--- config.mk ---
export PLATFORM = sky130hd
export DESIGN_NAME = keypad_scanner
export DESIGN_NICKNAME = d
export VERILOG_FILES = /design/src/rtl/keypad_pkg.sv /design/src/rtl/keypad_scanner_sync.sv /design/src/rtl/keypad_scanner.sv
export SDC_FILE = /design/constraint.sdc
export NUM_CORES = 1
export LEC_CHECK = 0
export CORE_UTILIZATION = 57
export DETAILED_ROUTE_END_ITERATION = 16
export PLACE_DENSITY = 0.79
export RECOVER_POWER = 25
export SYNTH_ARGS = -nofsm -noshare
export SYNTH_HDL_FRONTEND = slang
export SYNTH_SLANG_ARGS = --single-unit
--- constraint.sdc ---
create_clock -name clk -period 2.5 [get_ports clk]
set_clock_uncertainty 0.05 [all_clocks]
set_input_delay 0.625 -clock clk [delete_from_list [all_inputs] [get_ports clk]]
set_output_delay 0.625 -clock clk [all_outputs]
set_load 0.05 [all_outputs]
--- src/rtl/keypad_pkg.sv ---
// Shared types and helpers for the matrix keypad scanner.
package keypad_pkg;

  typedef enum logic [2:0] {
    ST_IDLE,
    ST_SCAN,
    ST_DEBOUNCE,
    ST_HELD,
    ST_RELEASE
  } scan_state_t;

  // Row patterns are handled zero-extended to this width (NROWS <= 32).
  localparam int unsigned MAX_ROWS = 32;

  function automatic int unsigned lowest_set_bit(input logic [MAX_ROWS-1:0] v);
    logic found;
    lowest_set_bit = 0;
    found = 1'b0;
    for (int i = 0; i < 32; i++) begin
      if (v[i] && !found) begin
        lowest_set_bit = unsigned'(i);
        found = 1'b1;
      end
    end
  endfunction

  function automatic int unsigned popcount(input logic [MAX_ROWS-1:0] v);
    popcount = 0;
    for (int i = 0; i < 32; i++) begin
      popcount = popcount + 32'(v[i]);
    end
  endfunction

endpackage

--- src/rtl/keypad_scanner_sync.sv ---
// Two-flop synchroniser for the asynchronous keypad row inputs.
module keypad_sync
  import keypad_pkg::*;
#(
  parameter int unsigned WIDTH = 4
) (
  input  logic             clk,
  input  logic             rst,
  input  logic [WIDTH-1:0] d,
  output logic [WIDTH-1:0] q
);

  logic [WIDTH-1:0] meta;

  always_ff @(posedge clk) begin
    if (rst) begin
      meta <= '0;
      q    <= '0;
    end else begin
      meta <= d;
      q    <= meta;
    end
  end

endmodule

--- src/rtl/keypad_scanner.sv ---
// Matrix keypad scanner: column drive, row debounce, press/repeat/release events.
module keypad_scanner
  import keypad_pkg::*;
#(
  parameter int unsigned NROWS        = 4,
  parameter int unsigned NCOLS        = 4,
  parameter int unsigned SCAN_DIV     = 4,
  parameter int unsigned DEBOUNCE     = 8,
  parameter int unsigned REPEAT_DELAY = 20,
  parameter int unsigned REPEAT_RATE  = 10
) (
  input  logic                             clk,
  input  logic                             rst,
  input  logic                             enable,
  input  logic                             repeat_en,
  input  logic [NROWS-1:0]                 read_row,
  output logic [NCOLS-1:0]                 scan_col,
  output logic                             key_valid,
  output logic                             key_repeat,
  output logic                             key_release,
  output logic [$clog2(NROWS*NCOLS)-1:0]   key_code,
  output logic                             key_multi,
  output logic                             key_held
);

  localparam int unsigned CODE_W = $clog2(NROWS * NCOLS);
  localparam int unsigned COL_W  = $clog2(NCOLS);
  localparam int unsigned MAX_A  = (SCAN_DIV > DEBOUNCE) ? SCAN_DIV : DEBOUNCE;
  localparam int unsigned MAX_B  = (REPEAT_DELAY > REPEAT_RATE) ? REPEAT_DELAY : REPEAT_RATE;
  localparam int unsigned MAXP   = (MAX_A > MAX_B) ? MAX_A : MAX_B;
  localparam int unsigned CNT_W  = $clog2(MAXP) + 1;

  localparam logic [CNT_W-1:0] DWELL_LAST = CNT_W'(SCAN_DIV - 1);
  localparam logic [CNT_W-1:0] DEB_LAST   = CNT_W'(DEBOUNCE - 1);
  localparam logic [CNT_W-1:0] RPT_FIRST  = CNT_W'(REPEAT_DELAY - 1);
  localparam logic [CNT_W-1:0] RPT_NEXT   = CNT_W'(REPEAT_RATE - 1);
  localparam logic [COL_W-1:0] COL_LAST   = COL_W'(NCOLS - 1);

  logic [NROWS-1:0] srow;

  keypad_sync #(.WIDTH(NROWS)) u_sync (
    .clk (clk),
    .rst (rst),
    .d   (read_row),
    .q   (srow)
  );

  scan_state_t       state_q, state_d;
  logic [COL_W-1:0]  col_q, col_d, col_next;
  logic [CNT_W-1:0]  dwell_q, dwell_d;
  logic [CNT_W-1:0]  deb_q, deb_d;
  logic [CNT_W-1:0]  rpt_q, rpt_d;
  logic              rpt_started_q, rpt_started_d;
  logic [NROWS-1:0]  pat_q, pat_d;

  logic [NCOLS-1:0]  scan_col_d;
  logic              key_valid_d, key_repeat_d, key_release_d, key_multi_d, key_held_d;
  logic [CODE_W-1:0] key_code_d;

  function automatic logic [CNT_W-1:0] sat_inc(input logic [CNT_W-1:0] v);
    return (v == '1) ? v : v + 1'b1;
  endfunction

  assign col_next = (col_q == COL_LAST) ? '0 : col_q + 1'b1;

  // Next-state and registered-output computation.
  always_comb begin
    state_d       = state_q;
    col_d         = col_q;
    dwell_d       = dwell_q;
    deb_d         = deb_q;
    rpt_d         = rpt_q;
    rpt_started_d = rpt_started_q;
    pat_d         = pat_q;
    key_valid_d   = 1'b0;
    key_repeat_d  = 1'b0;
    key_release_d = 1'b0;
    key_code_d    = key_code;
    key_multi_d   = key_multi;

    if (!enable) begin
      state_d       = ST_IDLE;
      col_d         = '0;
      dwell_d       = '0;
      deb_d         = '0;
      rpt_d         = '0;
      rpt_started_d = 1'b0;
    end else begin
      unique case (state_q)
        ST_IDLE: begin
          state_d = ST_SCAN;
          col_d   = '0;
          dwell_d = '0;
        end
        ST_SCAN: begin
          if (dwell_q == DWELL_LAST) begin
            dwell_d = '0;
            if (|srow) begin
              pat_d   = srow;
              deb_d   = '0;
              state_d = ST_DEBOUNCE;
            end else begin
              col_d = col_next;
            end
          end else begin
            dwell_d = sat_inc(dwell_q);
          end
        end
        ST_DEBOUNCE: begin
          if (srow == pat_q) begin
            if (deb_q == DEB_LAST) begin
              key_valid_d   = 1'b1;
              key_code_d    = CODE_W'(lowest_set_bit(32'(pat_q)) * NCOLS + 32'(col_q));
              key_multi_d   = (popcount(32'(pat_q)) > 32'd1);
              rpt_d         = '0;
              rpt_started_d = 1'b0;
              state_d       = ST_HELD;
            end else begin
              deb_d = sat_inc(deb_q);
            end
          end else begin
            col_d   = col_next;
            dwell_d = '0;
            state_d = ST_SCAN;
          end
        end
        ST_HELD: begin
          if (srow == '0) begin
            deb_d   = '0;
            state_d = ST_RELEASE;
          end else if (!repeat_en) begin
            // Holding the timer at zero makes a later rising repeat_en restart it.
            rpt_d         = '0;
            rpt_started_d = 1'b0;
          end else if ((!rpt_started_q && rpt_q == RPT_FIRST) ||
                       (rpt_started_q && rpt_q == RPT_NEXT)) begin
            key_valid_d   = 1'b1;
            key_repeat_d  = 1'b1;
            rpt_d         = '0;
            rpt_started_d = 1'b1;
          end else begin
            rpt_d = sat_inc(rpt_q);
          end
        end
        ST_RELEASE: begin
          if (srow == '0) begin
            if (deb_q == DEB_LAST) begin
              key_release_d = 1'b1;
              col_d         = col_next;
              dwell_d       = '0;
              state_d       = ST_SCAN;
            end else begin
              deb_d = sat_inc(deb_q);
            end
          end else begin
            state_d = ST_HELD;
          end
        end
        default: state_d = ST_IDLE;
      endcase
    end

    scan_col_d = (state_d == ST_IDLE) ? '1 : ~(NCOLS'(1) << col_d);
    key_held_d = (state_d == ST_HELD);
  end

  always_ff @(posedge clk) begin
    if (rst) begin
      state_q       <= ST_IDLE;
      col_q         <= '0;
      dwell_q       <= '0;
      deb_q         <= '0;
      rpt_q         <= '0;
      rpt_started_q <= 1'b0;
      pat_q         <= '0;
      scan_col      <= '1;
      key_valid     <= 1'b0;
      key_repeat    <= 1'b0;
      key_release   <= 1'b0;
      key_code      <= '0;
      key_multi     <= 1'b0;
      key_held      <= 1'b0;
    end else begin
      state_q       <= state_d;
      col_q         <= col_d;
      dwell_q       <= dwell_d;
      deb_q         <= deb_d;
      rpt_q         <= rpt_d;
      rpt_started_q <= rpt_started_d;
      pat_q         <= pat_d;
      scan_col      <= scan_col_d;
      key_valid     <= key_valid_d;
      key_repeat    <= key_repeat_d;
      key_release   <= key_release_d;
      key_code      <= key_code_d;
      key_multi     <= key_multi_d;
      key_held      <= key_held_d;
    end
  end

endmodule

Yosys cells after proc, flatten, opt, wreduce, memory -nomap -nowiden
Cells that the tools add are included.
W data, S select, Z words.
{"block": "totals", "ff_bits": 49, "input_bits": 8, "output_inout_bits": 13, "word_cells": 155}
{"block": "classes", "n_addsub": 8, "n_lt_le_gt_ge": 1, "eq_ne": 26, "shifts": 1, "mux": 71, "bitwise": 5, "reduce_logical": 27}
{"operator": "$mux W6", "n": 17}
{"operator": "$pmux W6 S4", "n": 2}
{"operator": "$mux W1", "n": 26}
{"operator": "$mux W2", "n": 13}
{"operator": "$mux W3", "n": 8}
{"operator": "$add A6 B1 Y6 const B", "n": 3}
{"operator": "$eq A6 B6 Y1 const B", "n": 3}
{"operator": "$ne A2 B2 Y1 const B", "n": 9}
{"operator": "$pmux W3 S5", "n": 1}
{"operator": "$reduce_and A5 Y1", "n": 3}
{"operator": "$pmux W6 S2", "n": 1}
{"operator": "$eq A3 B2 Y1 const B", "n": 3}
{"operator": "$pmux W2 S4", "n": 1}
{"operator": "$reduce_and A4 Y1", "n": 2}
{"operator": "$reduce_bool A4 Y1", "n": 2}
{"operator": "$reduce_or A4 Y1", "n": 2}
{"operator": "$eq A6 B2 Y1 const B", "n": 1}
{"operator": "$eq A6 B3 Y1 const B", "n": 1}
{"operator": "$eq A6 B4 Y1 const B", "n": 1}
{"operator": "$eq A6 B5 Y1 const B", "n": 1}
{"operator": "$logic_not A3 Y1", "n": 2}
{"operator": "$ne A3 B3 Y1 const B", "n": 2}
{"operator": "$reduce_and A6 Y1", "n": 1}
{"operator": "$logic_and A1 B1 Y1", "n": 5}
{"operator": "21 further kinds", "n": 29}

Depth between registers and ports, before layout
{"block": "depth", "word_depth": 27, "mapped_depth": 8, "mapped_depth_nobuf": 8}

Hierarchy
Synthesis repeated with hierarchy kept, for this count alone.
{"block": "hier_totals", "cells_unflattened": 268, "area_unflattened_um2": 2367.3}
{"mod": "keypad_scanner", "n_inst": 1, "cells_each": 252, "area_per_inst_um2": 2157.1, "seq_area_each_um2": 820.8}
{"mod": "keypad_sync", "n_inst": 1, "cells_each": 16, "area_per_inst_um2": 210.2, "seq_area_each_um2": 160.2}

Worst setup path before layout
Ideal clock, no wire load.
{"block": "synth_path", "path_kind": "flip-flop to flip-flop", "from": "reg u_sync.q[3]", "to": "reg scan_col[0]", "setup_time_ps": 127, "arrival_time_ps": 1995, "required_ps": 2323, "setup_slack_ps": 327, "stages_incl_launch_ff": 8, "path_buffers": 1, "synth_period_minus_slack_ps": 2173, "cell_sequence": "dfxtp_1 -> or4_1 -> buf_2 -> nor4_2 -> o22ai_1 -> nand2b_4 -> a22o_1 -> or3b_1"}
{"block": "synth_between", "elab_chain_cells": 7, "elab_cells_between_ends": 20, "classes_between": "eq/ne: 1; shift: 1; mux: 13; bitwise: 1; reduce/logical: 4"}
{"item": "start: declaration", "line_no": "keypad_scanner_sync.sv:10", "source": "output logic [WIDTH-1:0] q"}
{"item": "start signal: assignment", "line_no": "keypad_scanner_sync.sv:21", "source": "q <= meta;"}
{"item": "$reduce_or A4 Y1", "line_no": "keypad_scanner.sv:98", "source": "if (|srow) begin"}
{"item": "$mux W3 or $mux W2 (tied branches)", "line_no": "keypad_scanner.sv:98"}
{"item": "$mux W3 or $mux W2 (tied branches)", "line_no": "keypad_scanner.sv:96", "source": "if (dwell_q == DWELL_LAST) begin"}
{"item": "$pmux W3 S5 or $pmux W2 S4 (tied branches)", "line_no": "keypad_scanner.sv:89", "source": "unique case (state_q)"}
{"item": "$mux W3 or $mux W2 (tied branches)", "line_no": "keypad_scanner.sv:81", "source": "if (!enable) begin"}
{"item": "$logic_not A3 Y1 or $shl A1 B2 Y4 (tied branches)", "line_no": "keypad_scanner.sv:163", "source": "scan_col_d = (state_d == ST_IDLE) ? '1 : ~(NCOLS'(1) << col_d);"}
{"item": "$reduce_or A2 Y1 (no source line) or $not A4 Y4 (tied branches)"}
{"item": "end signal: assignment", "line_no": "keypad_scanner.sv:191", "source": "scan_col <= scan_col_d;"}
{"item": "end: declaration", "line_no": "keypad_scanner.sv:17", "source": "output logic [NCOLS-1:0] scan_col,"}
Several ways; a longest one is shown, not always the timed one.
A chain may end at the register's enable or synchronous reset.

Worst setup path after layout
{"block": "layout_path", "from": "reg u_sync.q[3]", "to": "reg dwell_q[4]"}
{"block": "layout_between", "elab_chain_cells": 3, "elab_cells_between_ends": 5, "classes_between": "eq/ne: 3; reduce/logical: 2"}
{"item": "$eq A4 B4 Y1 or $logic_not A4 Y1 (tied branches)", "line_no": "keypad_scanner.sv:110, keypad_scanner.sv:146"}
{"item": "$ne A2 B2 Y1 (no source line)"}
{"item": "$reduce_and A5 Y1 (no source line) (*)"}
{"item": "end signal: assignment", "line_no": "keypad_scanner.sv:186", "source": "dwell_q <= dwell_d;"}
{"item": "end: declaration", "line_no": "keypad_scanner.sv:50", "source": "logic [CNT_W-1:0] dwell_q, dwell_d;"}
Mark *: on every way between the ends. The rest lies on a longest branch, timed or not.

==> flow_results.org <==
** Min path
- The worst hold path belongs to the class flip-flop to flip-flop.

** Floorplan
- Initial Util :: 59.4%
- Core Box Area :: 4030 um^2
- The floorplan step set the die width to 66.8 um.
- In this run the core area contains 23 standard-cell rows.
- Number of primary I/O pins :: 21
- In this run the vertical extent of the chip is 66.8 um.
- The die covers 4460 um^2.

** Clocking
- Clock latency on the worst-skew pair, taken at its later pin, is 0.31 ns.
- Number of buffers added to fix hold violations after cts :: 0
- Counting every sink on the clock net gives 49.
- Resize count post-CTS :: 0
- Clock slew at reported path FFs :: 0.09 ns
- Clock tree from TritonCTS :: built
- Number of buffers inserted during clock tree synthesis :: 5
- Post-CTS timing repair inserted 0 buffers for setup.
- Clock root buffer :: clkbuf_8
- In this run the deepest clock path goes through 2 buffers.
- The H-tree generated during clock tree synthesis spans 2 levels.

** Critical path
- The critical path goes through or4_1 > nor4_2 > o22ai_1 > a41oi_2 > o21ai_0 > a32o_1.
- Critical Path AT :: 2.54 ns
- Nature of the critical path endpoint :: flip-flop
- Of all nets on the critical path, the largest fanout is 8.
- Crit path largest cell delay :: 0.61 ns
- The critical path in this run is classified as flip-flop to flip-flop.
- CP max-delay cell :: or4_1
- The worst setup path is launched from a flip-flop.
- At the worst endpoint, the required time is 2.65 ns.

** Synth
- Cell types with the largest area share after synthesis :: dfxtp_1 (41%), nor2_1 (4.4%), ha_1 (3.7%)
- Counting flops with a built-in enable in the synthesized netlist gives 0.
- Share of the synthesized area in compound gates (AO/OA/AOI/OAI) :: 17.2%
- For this run, asynchronously set or reset flops after synthesis account for 0%.
- Number of distinct library cells after synthesis :: 53
- Library cell with the largest summed area after synthesis :: dfxtp_1
- Simple-gate portion of the synthesized area :: 28.1%
- Sequential share of the synthesized area :: 41.0%
- Most frequent cell after synthesis :: dfxtp_1
- The number of nets handed over by synthesis was 286.
- Average size of a mapped cell :: 8.86 um^2
- Yosys printed 0 warnings.
- The synthesized netlist devotes 4.50% of its cell area to adder and majority cells.
- Synthesis produced 270 cells.
- Ys flop type :: dfxtp_1
- Measured against the total synthesized area, the mux share comes to 3.35%.
- Cell area after synthesis :: 2390 um^2
- Area share of the largest cell type after synthesis :: 41.0%
- Of the total synthesized cell area, the portion taken by XOR and XNOR cells is 2.93%.
- Number of synthesized register bits :: 49
- Combinational family with the most area after synthesis :: simple AND/OR/NAND/NOR gates
- Commonest cells in the synthesized netlist :: dfxtp_1 (49), nor2_1 (28), a21oi_1 (17), nand2_1 (17), nor2b_1 (11)

** Global routing
- For this run, global-route usage on met3 was measured as 6.16%.
- Wire length of the first global-routing pass :: 8.71 mm
- The number of antenna violations at the first check in global routing is 0.
- Global routing consumed, on the met1 layer, 34.2% of the routing resources.
- The via count of the first global-routing pass is 1857.
- Pin count of the biggest net entering global routing :: 17
- Global routing used 42.6% of the available met2 tracks.
- Total routing usage reported by global routing :: 26.0%
- For this run the aggregate overflow at the end of global routing stands at 0.
- Layer carrying the most global-route usage :: met2

** Routing
- After detailed routing, the number of vias per cell comes to 5.87.
- Number of detailed-routing iterations run before antenna repair :: 4
- Post-route DRC :: 0
- The routed layout has 2059 vias.
- The count of nets left with antenna violations once routing finished came out at 0.
- Total Routed Length :: 5.26 mm
- Number of DRC violations after detailed-routing iteration 0 :: 163
- WL per Instance :: 15.0 um

** Power
- For this design the ratio of total power to cell area is 548 nW/um^2.
- Worst IR Drop VDD :: 364 uV
- Summed over all cells, the static leakage comes to 1.04 nW.

** Outcome
- Run status :: finished clean

** Layout
- Number of filler instances in the final layout :: 327
- Footprint of the flip-flops and latches :: 981 um^2
- Area of the multi-input gates :: 1340 um^2
- Final Core Density :: 70.4%
- Number of antenna cells inserted :: 0
- Of the cells placed in the final design, the portion with a size suffix greater than 1 is 8.97%.
- Layout Cell Area excl Fill :: 2840 um^2
- The net count of the finished layout is 316.
- Relative area change from synthesis to final layout :: 18.6%

** Placement
- DP Area :: 2720 um^2
- Port buffering added 20 buffers.
- Global placement routability congestion :: 0.934
- Half-perimeter wire length of the detailed placement result :: 3.89 mm

** STA
- Setup violations remaining at the end of the flow were counted as 0.
- Pin slew with the least headroom to its limit :: 0.684 ns
- After layout, the worst path uses 95.6% of the clock period.
- Static timing analysis puts the maximum clock frequency at 418 MHz.
- Setup repair after global routing missed its margin :: false
- Headroom to the max-slew limit came out at 53.8%.
- The final max-slew violation count is 0.
- Final sum of negative setup slack :: 0 ns
- Tmin final :: 2.39 ns
- The final hold violation count came to 0.

** Flow run
- # Max-Cap Violations :: 0
-- worst max-delay path: cells and delay by family, from the launching register on --
kind | cells | cell delay, ns
AND/OR/NAND/NOR | 2 | 0.90
flip-flops | 1 | 0.35
AO/OA/AOI/OAI | 4 | 0.98
-- area by class of cell --
class                      count  area share [%]
inverter                       7           0.926
sequential                    49            34.6
clock inverter                 3            2.43
timing repair buffer          34            10.2
clock buffer                   5            2.43
tap                           50            2.21
multi-input combinational    203            47.2
-- metal layers --
metal  up-vias  share of wire, %  wire length [um]
li1       1033                 -                 -
met1       962                48              2530
met2        59                46              2400
met3         5               5.3               279
met4         0              0.95                50
met5         -                 0                 0
-- report_power, final --
| part | internal [mW] | switching [mW] | total (mW) | leakage [nW] |
|---|---|---|---|---|
| Combinational | 0.0361 | 0.0503 | 0.0865 | 0.579 |
| Sequential | 0.788 | 0.00536 | 0.793 | 0.397 |
| Clock | 0.403 | 0.271 | 0.674 | 0.0687 |
| Total | 1.23 | 0.327 | 1.55 | 1.04 |
-- layout by cell type, fill, tap and decap left out, types with 4 or more instances in the layout --
master / instances
dfxtp_1: 49
nor2_1: 28
clkdlybuf4s50_1: 19
nand2_1: 18
a21oi_1: 17
nor2b_1: 11
o21ai_0: 10
buf_4: 10
and2_1: 9
nand3_1: 9
mux2i_1: 8
and3_1: 8
inv_1: 7
ha_1: 7
xnor2_1: 6
nand2b_1: 5
clkbuf_8: 5
nor3_1: 4
or4_1: 4
a32o_1: 4
clkbuf_1: 4
-- cells by family after synthesis --
logic type / Yosys count
AOI/OAI and AO/OA: 59
xor gates and xnor gates: 8
adders and majority gates: 8
buffers and inverters: 18
DFF: 49
muxes: 8
and+or+nand+nor: 120
-- state kept, by name (all words and copies together) (netlist names) --
| register | count |
|---|---|
| key_release | 1 |
| u_sync.meta | 4 |
| pat_q | 4 |
| rpt_q | 6 |
| rpt_started_q | 1 |
| key_repeat | 1 |
| dwell_q | 6 |
| key_multi | 1 |
| u_sync.q | 4 |
| key_code | 4 |
| scan_col | 4 |
| col_q | 2 |
| deb_q | 6 |
| key_valid | 1 |
| state_q | 3 |
| key_held | 1 |
-- metrics by stage --
step / setup slack (ns) / std cells / total power [mW] / hold WS [ns]
2_1_floorplan: 0.327 / 270 / 0.859 / 0.364
3_3_place_gp: 0.168 / 343 / 0.899 / 0.365
3_5_place_dp: 0.153 / 343 / 0.901 / 0.372
4_1_cts: 0.127 / 351 / 1.57 / 0.401
5_1_grt: 0.00172 / 351 / 1.60 / 0.409
6_report: 0.110 / 351 / 1.55 / 0.394
-- final timing paths --
| check | startpoint | to | slack [ns] | depth (start not counted) |
|---|---|---|---|---|
| setup reg to reg | u_sync.q[3] | dwell_q[4] | 0.11 | 6 |
| hold / removal | u_sync.meta[2] | u_sync.q[2] | 0.39 | 1 |
| setup / recovery | u_sync.q[3] | dwell_q[4] | 0.11 | 6 |
| hold reg to reg | u_sync.meta[2] | u_sync.q[2] | 0.39 | 1 |
(Power assumes the default switching activity.)
